--- src/rtl/fb_scanout_if.sv ---
// Framebuffer read port between the scanout stage (master) and the framebuffer (slave).
interface fb_scanout_if #(
   parameter int unsigned FBXW  = 8,
   parameter int unsigned FBYW  = 7,
   parameter int unsigned PIX_W = 12
);
   logic [FBXW-1:0]  read_x;
   logic [FBYW-1:0]  read_y;
   logic [PIX_W-1:0] read_data;

   modport master (output read_x, read_y, input read_data);
   modport slave  (input read_x, read_y, output read_data);
endinterface

--- src/rtl/fb_scanout.sv ---
// Pixel-clock scanout: maps screen to framebuffer coordinates with integer upscale and
// letterbox offset, reads the framebuffer and drives aligned VGA colour and syncs.
module fb_scanout #(
   parameter int unsigned         CORDW        = 10,
   parameter int unsigned         FB_WIDTH     = 160,
   parameter int unsigned         FB_HEIGHT    = 120,
   parameter int unsigned         FBXW         = 8,
   parameter int unsigned         FBYW         = 7,
   parameter int unsigned         CHAN_W       = 4,
   parameter int unsigned         READ_LATENCY = 1,
   parameter logic [3*CHAN_W-1:0] BORDER_COLOR = '0,
   parameter logic                SYNC_IDLE    = 1'b1
) (
   input  logic              clk,
   input  logic              rst_n,
   input  logic [CORDW-1:0]  sx,
   input  logic [CORDW-1:0]  sy,
   input  logic              de,
   input  logic              hsync,
   input  logic              vsync,
   input  logic              frame,
   input  logic [1:0]        scale_sel,
   input  logic [CORDW-1:0]  offset_x,
   input  logic [CORDW-1:0]  offset_y,
   input  logic              test_mode,
   fb_scanout_if.master      fb,
   output logic              vga_hsync,
   output logic              vga_vsync,
   output logic [CHAN_W-1:0] vga_r,
   output logic [CHAN_W-1:0] vga_g,
   output logic [CHAN_W-1:0] vga_b
);

   localparam int unsigned      PIX_W   = 3 * CHAN_W;
   localparam int unsigned      DEPTH   = READ_LATENCY + 1;
   localparam logic [CORDW-1:0] FB_W_C  = CORDW'(FB_WIDTH);
   localparam logic [CORDW-1:0] FB_H_C  = CORDW'(FB_HEIGHT);
   localparam logic [FBXW+2:0]  BAR_DIV = (FBXW+3)'(FB_WIDTH);

   typedef struct packed {
      logic       de;
      logic       hs;
      logic       vs;
      logic       in_win;
      logic       test;
      logic [2:0] bar;
   } pipe_t;

   localparam pipe_t PIPE_RST = '{de: 1'b0, hs: SYNC_IDLE, vs: SYNC_IDLE,
                                  in_win: 1'b0, test: 1'b0, bar: 3'd0};

   logic [1:0]       scale_q;
   logic [CORDW-1:0] offx_q;
   logic [CORDW-1:0] offy_q;
   logic             test_q;

   logic [1:0]       scale_c;
   logic [CORDW-1:0] offx_c;
   logic [CORDW-1:0] offy_c;
   logic             test_c;
   logic [CORDW:0]   dx_c;
   logic [CORDW:0]   dy_c;
   logic [CORDW-1:0] sdx_c;
   logic [CORDW-1:0] sdy_c;
   logic             in_win_c;
   logic [2:0]       bar_c;
   pipe_t            pipe_a_c;
   pipe_t            pipe [DEPTH];
   pipe_t            pd;
   logic [PIX_W-1:0] rgb_c;

   function automatic logic [PIX_W-1:0] bar_rgb(input logic [2:0] idx);
      logic [2:0] m;
      case (idx)
         3'd0:    m = 3'b111;
         3'd1:    m = 3'b110;
         3'd2:    m = 3'b011;
         3'd3:    m = 3'b010;
         3'd4:    m = 3'b101;
         3'd5:    m = 3'b100;
         3'd6:    m = 3'b001;
         default: m = 3'b000;
      endcase
      return {{CHAN_W{m[2]}}, {CHAN_W{m[1]}}, {CHAN_W{m[0]}}};
   endfunction

   // Config shadow, loaded only on the frame pulse
   always_ff @(posedge clk or negedge rst_n) begin
      if (!rst_n) begin
         scale_q <= 2'd0;
         offx_q  <= '0;
         offy_q  <= '0;
         test_q  <= 1'b0;
      end else if (frame) begin
         scale_q <= scale_sel;
         offx_q  <= offset_x;
         offy_q  <= offset_y;
         test_q  <= test_mode;
      end
   end

   // Stage A: a frame pulse makes the new config effective in its own cycle
   always_comb begin
      scale_c  = frame ? scale_sel : scale_q;
      offx_c   = frame ? offset_x  : offx_q;
      offy_c   = frame ? offset_y  : offy_q;
      test_c   = frame ? test_mode : test_q;
      dx_c     = {1'b0, sx} - {1'b0, offx_c};
      dy_c     = {1'b0, sy} - {1'b0, offy_c};
      sdx_c    = dx_c[CORDW-1:0] >> scale_c;
      sdy_c    = dy_c[CORDW-1:0] >> scale_c;
      in_win_c = !dx_c[CORDW] && !dy_c[CORDW] && (sdx_c < FB_W_C) && (sdy_c < FB_H_C);
      bar_c    = 3'({FBXW'(sdx_c), 3'b000} / BAR_DIV);
      pipe_a_c = '{de: de, hs: hsync, vs: vsync, in_win: in_win_c, test: test_c, bar: bar_c};
   end

   // Address register holds outside the window; control rides a delay line matching the RAM
   always_ff @(posedge clk or negedge rst_n) begin
      if (!rst_n) begin
         fb.read_x <= '0;
         fb.read_y <= '0;
         for (int i = 0; i < int'(DEPTH); i++) pipe[i] <= PIPE_RST;
      end else begin
         if (in_win_c) begin
            fb.read_x <= FBXW'(sdx_c);
            fb.read_y <= FBYW'(sdy_c);
         end
         pipe[0] <= pipe_a_c;
         for (int i = 1; i < int'(DEPTH); i++) pipe[i] <= pipe[i-1];
      end
   end

   always_comb begin
      pd    = pipe[DEPTH-1];
      rgb_c = '0;
      if (pd.de) begin
         if (!pd.in_win)  rgb_c = BORDER_COLOR;
         else if (pd.test) rgb_c = bar_rgb(pd.bar);
         else              rgb_c = fb.read_data;
      end
   end

   always_ff @(posedge clk or negedge rst_n) begin
      if (!rst_n) begin
         vga_hsync <= SYNC_IDLE;
         vga_vsync <= SYNC_IDLE;
         vga_r     <= '0;
         vga_g     <= '0;
         vga_b     <= '0;
      end else begin
         vga_hsync <= pd.hs;
         vga_vsync <= pd.vs;
         vga_r     <= rgb_c[PIX_W-1 -: CHAN_W];
         vga_g     <= rgb_c[2*CHAN_W-1 -: CHAN_W];
         vga_b     <= rgb_c[CHAN_W-1:0];
      end
   end

endmodule
--- src/flat_wrapper.sv ---
// flat-port wrapper written by rule: the top's interface ports become plain ports
module fb_scanout_flat 
#(
   parameter int unsigned         CORDW        = 10,
   parameter int unsigned         FB_WIDTH     = 160,
   parameter int unsigned         FB_HEIGHT    = 120,
   parameter int unsigned         FBXW         = 8,
   parameter int unsigned         FBYW         = 7,
   parameter int unsigned         CHAN_W       = 4,
   parameter int unsigned         READ_LATENCY = 1,
   parameter logic [3*CHAN_W-1:0] BORDER_COLOR = '0,
   parameter logic                SYNC_IDLE    = 1'b1
)
  (clk, rst_n, sx, sy, de, hsync, vsync, frame, scale_sel, offset_x, offset_y, test_mode, vga_hsync, vga_vsync, vga_r, vga_g, vga_b, fb_read_x, fb_read_y, fb_read_data);
  fb_scanout_if #(.FBXW(FBXW), .FBYW(FBYW)) fb_i ();
  input  logic clk;
  input  logic rst_n;
  input  logic [CORDW-1:0] sx;
  input  logic [CORDW-1:0] sy;
  input  logic de;
  input  logic hsync;
  input  logic vsync;
  input  logic frame;
  input  logic [1:0] scale_sel;
  input  logic [CORDW-1:0] offset_x;
  input  logic [CORDW-1:0] offset_y;
  input  logic test_mode;
  output logic vga_hsync;
  output logic vga_vsync;
  output logic [CHAN_W-1:0] vga_r;
  output logic [CHAN_W-1:0] vga_g;
  output logic [CHAN_W-1:0] vga_b;
  output wire logic [$bits(fb_i.read_x)-1:0] fb_read_x;
  output wire logic [$bits(fb_i.read_y)-1:0] fb_read_y;
  input wire logic [$bits(fb_i.read_data)-1:0] fb_read_data;
  assign fb_read_x = fb_i.read_x;
  assign fb_read_y = fb_i.read_y;
  assign fb_i.read_data = fb_read_data;
  fb_scanout #(.CORDW(CORDW), .FB_WIDTH(FB_WIDTH), .FB_HEIGHT(FB_HEIGHT), .FBXW(FBXW), .FBYW(FBYW), .CHAN_W(CHAN_W), .READ_LATENCY(READ_LATENCY), .BORDER_COLOR(BORDER_COLOR), .SYNC_IDLE(SYNC_IDLE)) u_core (.clk(clk), .rst_n(rst_n), .sx(sx), .sy(sy), .de(de), .hsync(hsync), .vsync(vsync), .frame(frame), .scale_sel(scale_sel), .offset_x(offset_x), .offset_y(offset_y), .test_mode(test_mode), .fb(fb_i), .vga_hsync(vga_hsync), .vga_vsync(vga_vsync), .vga_r(vga_r), .vga_g(vga_g), .vga_b(vga_b));
endmodule
--- config.mk ---
export PLATFORM = sky130hd
export DESIGN_NAME = fb_scanout_flat
export DESIGN_NICKNAME = d
export VERILOG_FILES = /design/src/rtl/fb_scanout_if.sv /design/src/rtl/fb_scanout.sv /design/src/flat_wrapper.sv
export SDC_FILE = /design/constraint.sdc
export NUM_CORES = 1
export LEC_CHECK = 0
export ABC_AREA = 1
export BUFFER_PORTS_ARGS = -buffer_cell sky130_fd_sc_hd__buf_4
export CORE_MARGIN = 3
export CORE_UTILIZATION = 55
export CTS_CLUSTER_DIAMETER = 80
export DETAILED_ROUTE_END_ITERATION = 16
export PLACE_DENSITY = 0.87
export SLEW_MARGIN = 40
export SYNTH_ARGS = -nofsm -noshare
export SYNTH_HDL_FRONTEND = slang
export SYNTH_SLANG_ARGS = --single-unit
--- constraint.sdc ---
create_clock -name clk -period 3.1 [get_ports clk]
set_input_delay 0.465 -clock clk [delete_from_list [all_inputs] [get_ports clk]]
set_output_delay 0.465 -clock clk [all_outputs]
set_load 0.02 [all_outputs]
==> impl_metrics.xml, run 1 <==
<?xml version="1.0" encoding="UTF-8"?>
<metrics>
  <group name="grt">
    <metric name="gr-usage-all-layers" unit="">0.2650</metric>
    <metric name="grt_start_max_net_pins" unit="">68</metric>
    <metric name="grt_pass1_vias" unit="">4070</metric>
    <metric name="antenna_found_initial" unit="">0</metric>
    <metric name="grt_remaining_overflow" unit="">0</metric>
    <metric name="grt_first_pass_wirelength" unit="um">17930</metric>
  </group>
  <group name="critical_path">
    <metric name="crit_family" unit="">simple AND/OR/NAND/NOR gates</metric>
    <metric name="endpoint_kind" unit="">flip-flop</metric>
    <metric name="worst_path_largest_cell_delay" unit="ns">0.32</metric>
    <metric name="critical_path.max_fanout" unit="">20</metric>
    <metric name="cpMaxStageDelayCell" unit="">sky130_fd_sc_hd__ha_1</metric>
    <metric name="critical_path.n_buffers_inverters" unit="">3</metric>
    <metric name="type_of_origin_of_the_critical_path" unit="">primary input</metric>
    <metric name="worst-setup-path-type" unit="">in2reg</metric>
    <metric name="critPathRequiredTime" unit="ns">3.34</metric>
    <metric name="crit_top_cell" unit="">sky130_fd_sc_hd__nand2_1</metric>
    <metric name="cp_data_arrival_time" unit="ns">3.21</metric>
    <metric name="cp_cell_sequence" unit="">buf_4, inv_8, or2_2, o21ai_0, ha_1, a21oi_2, o21ai_4, nand4_1, nand2_1, or2_1, nand2_1, o21ai_1, or2_1, nand2_1, nand2_1, nor2_1, nand2_2, nand2_2, nor2_4, buf_4, nand2_1, nand2_1</metric>
  </group>
  <group name="floorplan">
    <metric name="die_w" unit="um">92.12</metric>
    <metric name="num_rows" unit="">30</metric>
    <metric name="initial_utilization" unit="">0.5842</metric>
    <metric name="core-area" unit="sq um">6982</metric>
    <metric name="die_height" unit="um">92.12</metric>
    <metric name="die_area" unit="sq um">8485</metric>
    <metric name="num_io_pins" unit="">90</metric>
  </group>
  <group name="cts">
    <metric name="numClockSinks" unit="">67</metric>
    <metric name="cts_tree" unit="">yes</metric>
    <metric name="hold_buffers" unit="">0</metric>
    <metric name="clkTransAtPathRegs" unit="ns">0.08</metric>
    <metric name="clock_latency" unit="ns">0.36</metric>
    <metric name="max_h_tree_level" unit="">3</metric>
    <metric name="cts_inserted_buffers" unit="">9</metric>
    <metric name="cts.root.buffer_cell" unit="">sky130_fd_sc_hd__clkbuf_8</metric>
    <metric name="clock_tree.buffer_depth" unit="">2</metric>
  </group>
  <group name="detailed_routing">
    <metric name="routed_via_density" unit="">5.116</metric>
    <metric name="first_iter_violations" unit="">207</metric>
    <metric name="routed-via-count" unit="">3985</metric>
    <metric name="drcViolationCount" unit="">0</metric>
    <metric name="detailedRoute.firstPassIterationCount" unit="">5</metric>
    <metric name="totalWireLength" unit="um">11180</metric>
    <metric name="detail_route.wl_per_cell" unit="um">14.35</metric>
    <metric name="drt.antenna.violating_nets" unit="">0</metric>
  </group>
  <group name="final_layout">
    <metric name="drive_above_1_share" unit="">0.3807</metric>
    <metric name="fill_cells" unit="">436</metric>
    <metric name="synthToLayoutAreaGrowth" unit="%">38.62</metric>
    <metric name="design.final.nets" unit="">761</metric>
    <metric name="num_antenna_cells" unit="">0</metric>
    <metric name="final_core_utilization" unit="">0.8099</metric>
    <metric name="commonest_non_fill_non_tap_cell_in_the_layout" unit="">sky130_fd_sc_hd__nand2_1</metric>
    <metric name="most-common-layout-cells" unit="">sky130_fd_sc_hd__nand2_1 (157), sky130_fd_sc_hd__buf_4 (155), sky130_fd_sc_hd__dfrtp_1 (61)</metric>
  </group>
  <group name="timing">
    <metric name="final_hold_violating_endpoints" unit="">0</metric>
    <metric name="fin_tns_setup" unit="ns">0</metric>
    <metric name="setup-violations-final" unit="">0</metric>
    <metric name="final.min_clock_period" unit="ns">2.973</metric>
    <metric name="fmax" unit="MHz">336.4</metric>
    <metric name="final_slew_viol_count" unit="">0</metric>
    <metric name="worst_clock_skew" unit="ns">0.01359</metric>
    <metric name="period_share" unit="">0.9589</metric>
    <metric name="final_ws_setup" unit="ns">0.1273</metric>
    <metric name="max_slew_margin" unit="">0.5935</metric>
    <metric name="worstMarginPinSlew" unit="ns">0.6074</metric>
  </group>
  <group name="yosys">
    <metric name="yosysUniqueCellTypes" unit="">43</metric>
    <metric name="synth.yosys.seq_area_share" unit="">0.4129</metric>
    <metric name="avgSynthCellArea" unit="sq um">7.814</metric>
    <metric name="yosysWarningCount" unit="">0</metric>
    <metric name="syn-instance-count" unit="">522</metric>
    <metric name="synth-async-reset-ratio" unit="">1.000</metric>
    <metric name="postSynthNetCount" unit="">605</metric>
    <metric name="synth_seq_cells" unit="">67</metric>
    <metric name="most_used_dff_post_synth" unit="">sky130_fd_sc_hd__dfrtp_1</metric>
    <metric name="synth_enable_flop_cells" unit="">0</metric>
    <metric name="post_synth_instance_area" unit="sq um">4079</metric>
  </group>
  <group name="power">
    <metric name="cellPowerDensity" unit="nW/um^2">603.7</metric>
    <metric name="cellLeakagePower" unit="nW">3.096</metric>
    <metric name="worst_ir_drop_vdd" unit="uV">419.9</metric>
    <metric name="p_total" unit="mW">3.414</metric>
  </group>
  <group name="run">
    <metric name="max_cap_viol_count" unit="">0</metric>
  </group>
  <group name="place">
    <metric name="dpl_worst_slack" unit="ns">-0.3980</metric>
    <metric name="portBuffers" unit="">89</metric>
    <metric name="post_detail_place_hpwl" unit="um">7569</metric>
    <metric name="place_congestion" unit="">0.8176</metric>
  </group>
  <group name="min_path">
    <metric name="worst_hold_path_type" unit="">in2async</metric>
  </group>
  <group name="outcome">
    <metric name="status" unit="">finished clean</metric>
  </group>
</metrics>
## Yosys cell counts (2+ instances only)
| cell | instances | share of area |
|---|---|---|
| sky130_fd_sc_hd__dfstp_2 | 6 | 0.039 |
| sky130_fd_sc_hd__nand3_1 | 32 | 0.039 |
| sky130_fd_sc_hd__fa_1 | 2 | 0.0098 |
| sky130_fd_sc_hd__o21ai_0 | 33 | 0.040 |
| sky130_fd_sc_hd__mux2i_1 | 4 | 0.0098 |
| sky130_fd_sc_hd__or2_2 | 18 | 0.028 |
| sky130_fd_sc_hd__nand2_4 | 2 | 0.0055 |
| sky130_fd_sc_hd__clkbuf_1 | 5 | 0.0046 |
| sky130_fd_sc_hd__inv_2 | 4 | 0.0037 |
| sky130_fd_sc_hd__inv_1 | 59 | 0.054 |
| sky130_fd_sc_hd__nand2_1 | 164 | 0.15 |
| sky130_fd_sc_hd__or2_1 | 4 | 0.0061 |
| sky130_fd_sc_hd__ha_1 | 20 | 0.061 |
| sky130_fd_sc_hd__buf_6 | 2 | 0.0055 |
| sky130_fd_sc_hd__nand4_1 | 2 | 0.0031 |
| sky130_fd_sc_hd__o21ai_2 | 3 | 0.0064 |
| sky130_fd_sc_hd__dfrtp_1 | 61 | 0.37 |
| sky130_fd_sc_hd__a21oi_2 | 4 | 0.0086 |
| sky130_fd_sc_hd__nand2_2 | 11 | 0.017 |
| sky130_fd_sc_hd__nand3_2 | 6 | 0.015 |
| sky130_fd_sc_hd__nor3_1 | 2 | 0.0025 |
| sky130_fd_sc_hd__o21ai_1 | 2 | 0.0025 |
| sky130_fd_sc_hd__xor2_1 | 6 | 0.013 |
| sky130_fd_sc_hd__a21oi_1 | 17 | 0.021 |
| sky130_fd_sc_hd__nand3b_1 | 2 | 0.0037 |
| sky130_fd_sc_hd__nor2_1 | 33 | 0.030 |
| sky130_fd_sc_hd__xnor2_1 | 2 | 0.0043 |
## path summary, 6_finish.rpt
check	slack, ns	to	startpoint	depth (start not counted)
hold / removal	0.1	u_core.pd[3]	rst_n	1
min in group clk	0.21	u_core.pipe[13]	vsync	1
hold reg to reg	0.35	u_core.pd[2]	u_core.pipe[10]	0
max in group asynchronous	2.58	u_core.offx_q[5]	rst_n	1
setup / recovery	0.13	u_core.fb.read_x[3]	frame	22
setup reg to reg	0.22	u_core.fb.read_x[3]	u_core.offy_q[3]	19
## repair_timing
item / CTS / global route
buffers inserted: 2 / 9
pin swaps: 1 / 21
resized for setup: 1 / 42
endpoints found under the setup margin: 16 / 19
## flip-flops by register name, indices dropped and copies added (netlist names)
| signal | cells |
|---|---|
| u_core.offy_q | 10 |
| u_core.pipe | 8 |
| u_core.vga_r | 4 |
| u_core.fb.read_y | 7 |
| u_core.fb.read_x | 8 |
| u_core.vga_vsync | 1 |
| u_core.scale_q | 2 |
| u_core.vga_b | 4 |
| u_core.pd | 8 |
| u_core.vga_g | 4 |
| u_core.offx_q | 10 |
| u_core.vga_hsync | 1 |
## cell families (layout without fill, tap and decap cells)
group | Yosys count | after routing | share of synthesized area
simple gates | 279 | 279 | 0.3086
mux | 4 | 4 | 0.009816
flops | 67 | 67 | 0.4129
xor+xnor | 8 | 8 | 0.01718
buf+inv | 77 | 238 | 0.08619
fa+ha+maj | 22 | 22 | 0.07117
compound gates | 65 | 65 | 0.09417
## where the power goes
| group | switching (mW) | total (mW) | internal (mW) |
|---|---|---|---|
| sequential | 0.0896 | 1.13 | 1.04 |
| combinational | 0.800 | 1.42 | 0.623 |
| clock | 0.395 | 0.862 | 0.467 |
| total | 1.28 | 3.41 | 2.13 |
## routing by layer
layer | global-route usage | vias to the layer above | routed length, um
met5 | 0 | - | 0
met4 | 0.1040 | 0 | 281
met3 | 0.05086 | 24 | 447
met2 | 0.5036 | 124 | 6050
met1 | 0.2862 | 1871 | 4402
li1 | - | 1966 | -
## layout make-up
class	instances	area, sq um	share of cell area
clock buffer	9	123.9	0.02191
clock inverter	7	105.1	0.01859
inverter	65	256.5	0.04536
multi-input combinational	378	2170	0.3837
sequential	67	1684	0.2979
tap	96	120.1	0.02124
timing repair buffer	157	1195	0.2113
## worst reg2reg max path, stage by stage (launching register included)
cell	delay (ns)
sky130_fd_sc_hd__dfrtp_1	0.37
sky130_fd_sc_hd__o21ai_0	0.23
sky130_fd_sc_hd__ha_1	0.32
sky130_fd_sc_hd__a21oi_2	0.20
sky130_fd_sc_hd__o21ai_4	0.09
sky130_fd_sc_hd__nand4_1	0.07
sky130_fd_sc_hd__nand2_1	0.08
sky130_fd_sc_hd__or2_1	0.22
sky130_fd_sc_hd__nand2_1	0.08
sky130_fd_sc_hd__o21ai_1	0.08
sky130_fd_sc_hd__or2_1	0.26
sky130_fd_sc_hd__nand2_1	0.08
sky130_fd_sc_hd__nand2_1	0.05
sky130_fd_sc_hd__nor2_1	0.13
sky130_fd_sc_hd__nand2_2	0.08
sky130_fd_sc_hd__nand2_2	0.08
sky130_fd_sc_hd__nor2_4	0.04
sky130_fd_sc_hd__buf_4	0.15
sky130_fd_sc_hd__nand2_1	0.06
sky130_fd_sc_hd__nand2_1	0.07
## per-stage QoR
step / instance area [sq um] / hold slack, ns / instances
after floorplan: 4081 / 0.1694 / 522
after global placement: 5207 / 0.3321 / 752
after detailed placement: 5207 / 0.3347 / 752
after CTS: 5454 / 0.2025 / 770
after global routing: 5654 / 0.1339 / 779
final: 5654 / 0.09665 / 779
Power figures use the tool's default switching activity.
==> run 2: changes to the inputs <==
--- a/config.mk
+++ b/config.mk
@@ -7,9 +7,11 @@
 export LEC_CHECK = 0
 export ABC_AREA = 1
 export BUFFER_PORTS_ARGS = -buffer_cell sky130_fd_sc_hd__buf_4
+export CORE_ASPECT_RATIO = 1.1
 export CORE_MARGIN = 3
 export CORE_UTILIZATION = 55
 export CTS_CLUSTER_DIAMETER = 80
+export CTS_CLUSTER_SIZE = 30
 export DETAILED_ROUTE_END_ITERATION = 16
 export PLACE_DENSITY = 0.87
 export SLEW_MARGIN = 40
==> impl_metrics.xml, run 2 (synthesis gave the netlist of run 1 again) <==
<?xml version="1.0" encoding="UTF-8"?>
<metrics>
  <group name="outcome">
    <metric name="status" unit="">finished clean</metric>
  </group>
  <group name="grt">
    <metric name="grt_first_pass_wirelength" unit="um">16040</metric>
    <metric name="grt_start_max_net_pins" unit="">68</metric>
    <metric name="antenna_found_initial" unit="">0</metric>
    <metric name="grt_pass1_vias" unit="">3787</metric>
    <metric name="grt_remaining_overflow" unit="">0</metric>
    <metric name="gr-usage-all-layers" unit="">0.2400</metric>
  </group>
  <group name="critical_path">
    <metric name="type_of_origin_of_the_critical_path" unit="">primary input</metric>
    <metric name="cp_cell_sequence" unit="">buf_4, inv_6, or2_2, o21ai_1, ha_1, inv_1, o21ai_0, a21oi_1, nand2_2, or2_1, nand2_1, o21ai_2, or2_1, nand2_1, nand2_1, nor2_1, nand2_2, nand2_2, nor2_4, buf_4, nand2_1, nand2_1</metric>
    <metric name="r2r_slack" unit="ns">0.09</metric>
    <metric name="crit_top_cell" unit="">sky130_fd_sc_hd__nand2_1</metric>
    <metric name="worst_r2r_path_depth" unit="">19</metric>
    <metric name="cp_data_arrival_time" unit="ns">3.34</metric>
    <metric name="crit_family" unit="">simple AND/OR/NAND/NOR gates</metric>
    <metric name="critical_path.max_fanout" unit="">17</metric>
    <metric name="endpoint_kind" unit="">flip-flop</metric>
    <metric name="cpMaxStageDelayCell" unit="">sky130_fd_sc_hd__ha_1</metric>
    <metric name="critical_path.n_buffers_inverters" unit="">4</metric>
    <metric name="worst-setup-path-type" unit="">in2reg</metric>
    <metric name="worst_path_largest_cell_delay" unit="ns">0.31</metric>
    <metric name="worstSetupPathDepth" unit="">22</metric>
    <metric name="crit_reg_reg_endpoint" unit="">u_core.fb.read_x[6]</metric>
    <metric name="critPathRequiredTime" unit="ns">3.34</metric>
    <metric name="ff_to_ff_start" unit="">u_core.offy_q[7]</metric>
  </group>
  <group name="cts">
    <metric name="clock_latency" unit="ns">0.35</metric>
    <metric name="max_h_tree_level" unit="">3</metric>
    <metric name="cts_tree" unit="">yes</metric>
    <metric name="numClockSinks" unit="">67</metric>
    <metric name="clock_tree.buffer_depth" unit="">2</metric>
    <metric name="clkTransAtPathRegs" unit="ns">0.08</metric>
    <metric name="cts.root.buffer_cell" unit="">sky130_fd_sc_hd__clkbuf_8</metric>
    <metric name="cts_inserted_buffers" unit="">9</metric>
  </group>
  <group name="floorplan">
    <metric name="core-area" unit="sq um">7127</metric>
    <metric name="die_w" unit="um">88.11</metric>
    <metric name="die_area" unit="sq um">8487</metric>
    <metric name="num_rows" unit="">32</metric>
    <metric name="initial_utilization" unit="">0.5723</metric>
    <metric name="die_height" unit="um">96.32</metric>
    <metric name="num_io_pins" unit="">90</metric>
  </group>
  <group name="detailed_routing">
    <metric name="drcViolationCount" unit="">0</metric>
    <metric name="detail_route.wl_per_cell" unit="um">14.36</metric>
    <metric name="routed-via-count" unit="">4053</metric>
    <metric name="drt.antenna.violating_nets" unit="">0</metric>
    <metric name="routed_via_density" unit="">5.243</metric>
    <metric name="totalWireLength" unit="um">11100</metric>
    <metric name="first_iter_violations" unit="">179</metric>
    <metric name="detailedRoute.firstPassIterationCount" unit="">4</metric>
  </group>
  <group name="timing">
    <metric name="final_slew_viol_count" unit="">0</metric>
    <metric name="final_hold_violating_endpoints" unit="">0</metric>
    <metric name="max_slew_margin" unit="">0.6057</metric>
    <metric name="grt_setup_unrepaired" unit="">yes</metric>
    <metric name="fin_tns_setup" unit="ns">0</metric>
    <metric name="period_share" unit="">0.9995</metric>
    <metric name="worstMarginPinSlew" unit="ns">0.5893</metric>
    <metric name="worst_clock_skew" unit="ns">0.01420</metric>
    <metric name="fmax" unit="MHz">322.7</metric>
    <metric name="final.min_clock_period" unit="ns">3.099</metric>
    <metric name="final_ws_setup" unit="ns">0.001463</metric>
    <metric name="setup-violations-final" unit="">0</metric>
  </group>
  <group name="final_layout">
    <metric name="top_registers" unit="">u_core.offx_q (10), u_core.offy_q (10)</metric>
    <metric name="final_core_utilization" unit="">0.8004</metric>
    <metric name="commonest_non_fill_non_tap_cell_in_the_layout" unit="">sky130_fd_sc_hd__buf_4</metric>
    <metric name="drive_above_1_share" unit="">0.4070</metric>
    <metric name="fill_cells" unit="">403</metric>
    <metric name="synthToLayoutAreaGrowth" unit="%">39.85</metric>
    <metric name="num_antenna_cells" unit="">0</metric>
    <metric name="design.final.nets" unit="">766</metric>
    <metric name="most-common-layout-cells" unit="">sky130_fd_sc_hd__buf_4 (159), sky130_fd_sc_hd__nand2_1 (150), sky130_fd_sc_hd__dfrtp_1 (61)</metric>
    <metric name="final_cell_area" unit="sq um">5704</metric>
  </group>
  <group name="power">
    <metric name="worst_ir_drop_vdd" unit="uV">342.5</metric>
    <metric name="cellPowerDensity" unit="nW/um^2">595.4</metric>
    <metric name="cellLeakagePower" unit="nW">3.114</metric>
  </group>
  <group name="place">
    <metric name="portBuffers" unit="">89</metric>
    <metric name="place_congestion" unit="">0.9061</metric>
    <metric name="post_detail_place_hpwl" unit="um">7225</metric>
    <metric name="placed_area" unit="sq um">5189</metric>
    <metric name="dpl_worst_slack" unit="ns">-0.3483</metric>
  </group>
  <group name="min_path">
    <metric name="worst_hold_path_type" unit="">in2async</metric>
  </group>
  <group name="run">
    <metric name="max_cap_viol_count" unit="">0</metric>
  </group>
</metrics>
[run 2: worst max-delay path by stage]
stage,end,startpoint
floorplan,u_core.fb.read_x[5],frame
global placement,u_core.pipe[8],frame
detailed placement,u_core.fb.read_x[3],frame
CTS,u_core.fb.read_y[2],frame
global route,u_core.fb.read_y[5],frame
finish,u_core.fb.read_x[6],frame
[run 2: worst reg2reg max path, cell delays in order (launching register included)]
cell	delay [ns]
sky130_fd_sc_hd__dfrtp_1	0.37
sky130_fd_sc_hd__o21ai_0	0.24
sky130_fd_sc_hd__ha_1	0.31
sky130_fd_sc_hd__inv_1	0.08
sky130_fd_sc_hd__o21ai_0	0.11
sky130_fd_sc_hd__a21oi_1	0.25
sky130_fd_sc_hd__nand2_2	0.11
sky130_fd_sc_hd__or2_1	0.22
sky130_fd_sc_hd__nand2_1	0.09
sky130_fd_sc_hd__o21ai_2	0.06
sky130_fd_sc_hd__or2_1	0.28
sky130_fd_sc_hd__nand2_1	0.09
sky130_fd_sc_hd__nand2_1	0.09
sky130_fd_sc_hd__nor2_1	0.12
sky130_fd_sc_hd__nand2_2	0.08
sky130_fd_sc_hd__nand2_2	0.08
sky130_fd_sc_hd__nor2_4	0.06
sky130_fd_sc_hd__buf_4	0.14
sky130_fd_sc_hd__nand2_1	0.06
sky130_fd_sc_hd__nand2_1	0.06
[run 2: stage by stage]
stage | power, mW | hold WS, ns | instances
after global routing | 3.582 | 0.1543 | 773
after CTS | 3.262 | 0.2190 | 762
after detailed placement | 2.419 | 0.3358 | 742
final | 3.396 | 0.1053 | 773
after floorplan | 1.890 | 0.1694 | 522
after global placement | 2.360 | 0.3318 | 742
[run 2: area by class of cell]
| type | count | area (sq um) | area share |
|---|---|---|---|
| Timing Repair Buffer | 162 | 1227 | 0.2152 |
| Tap cell | 85 | 106.4 | 0.01864 |
| Inverter | 65 | 254.0 | 0.04453 |
| Clock buffer | 9 | 123.9 | 0.02172 |
| Clock inverter | 7 | 98.84 | 0.01733 |
| Sequential cell | 67 | 1684 | 0.2952 |
| Multi-Input combinational cell | 378 | 2210 | 0.3874 |
[run 2: report_power, final]
part | switching (mW) | internal (mW)
clock network | 0.365 | 0.458
logic | 0.817 | 0.630
registers | 0.0864 | 1.04
[run 2: metal layers]
layer	share of wire	wire (um)	vias to the layer above	GRT usage
met5	0	0	-	0
met4	0.035	384	0	0.09950
met3	0.066	731	42	0.03938
met2	0.51	5628	176	0.4353
met1	0.39	4356	1870	0.2792
li1	-	-	1965	-
[run 2: repair_timing]
action                                  in CTS  in global routing
resized for setup                            1                 64
gates cloned                                 0                  0
hold buffers                                 0                  0
endpoints found under the setup margin      12                 18
pin swaps                                    1                 29
setup buffers                                4                 11
hold endpoints to repair                     0                  0
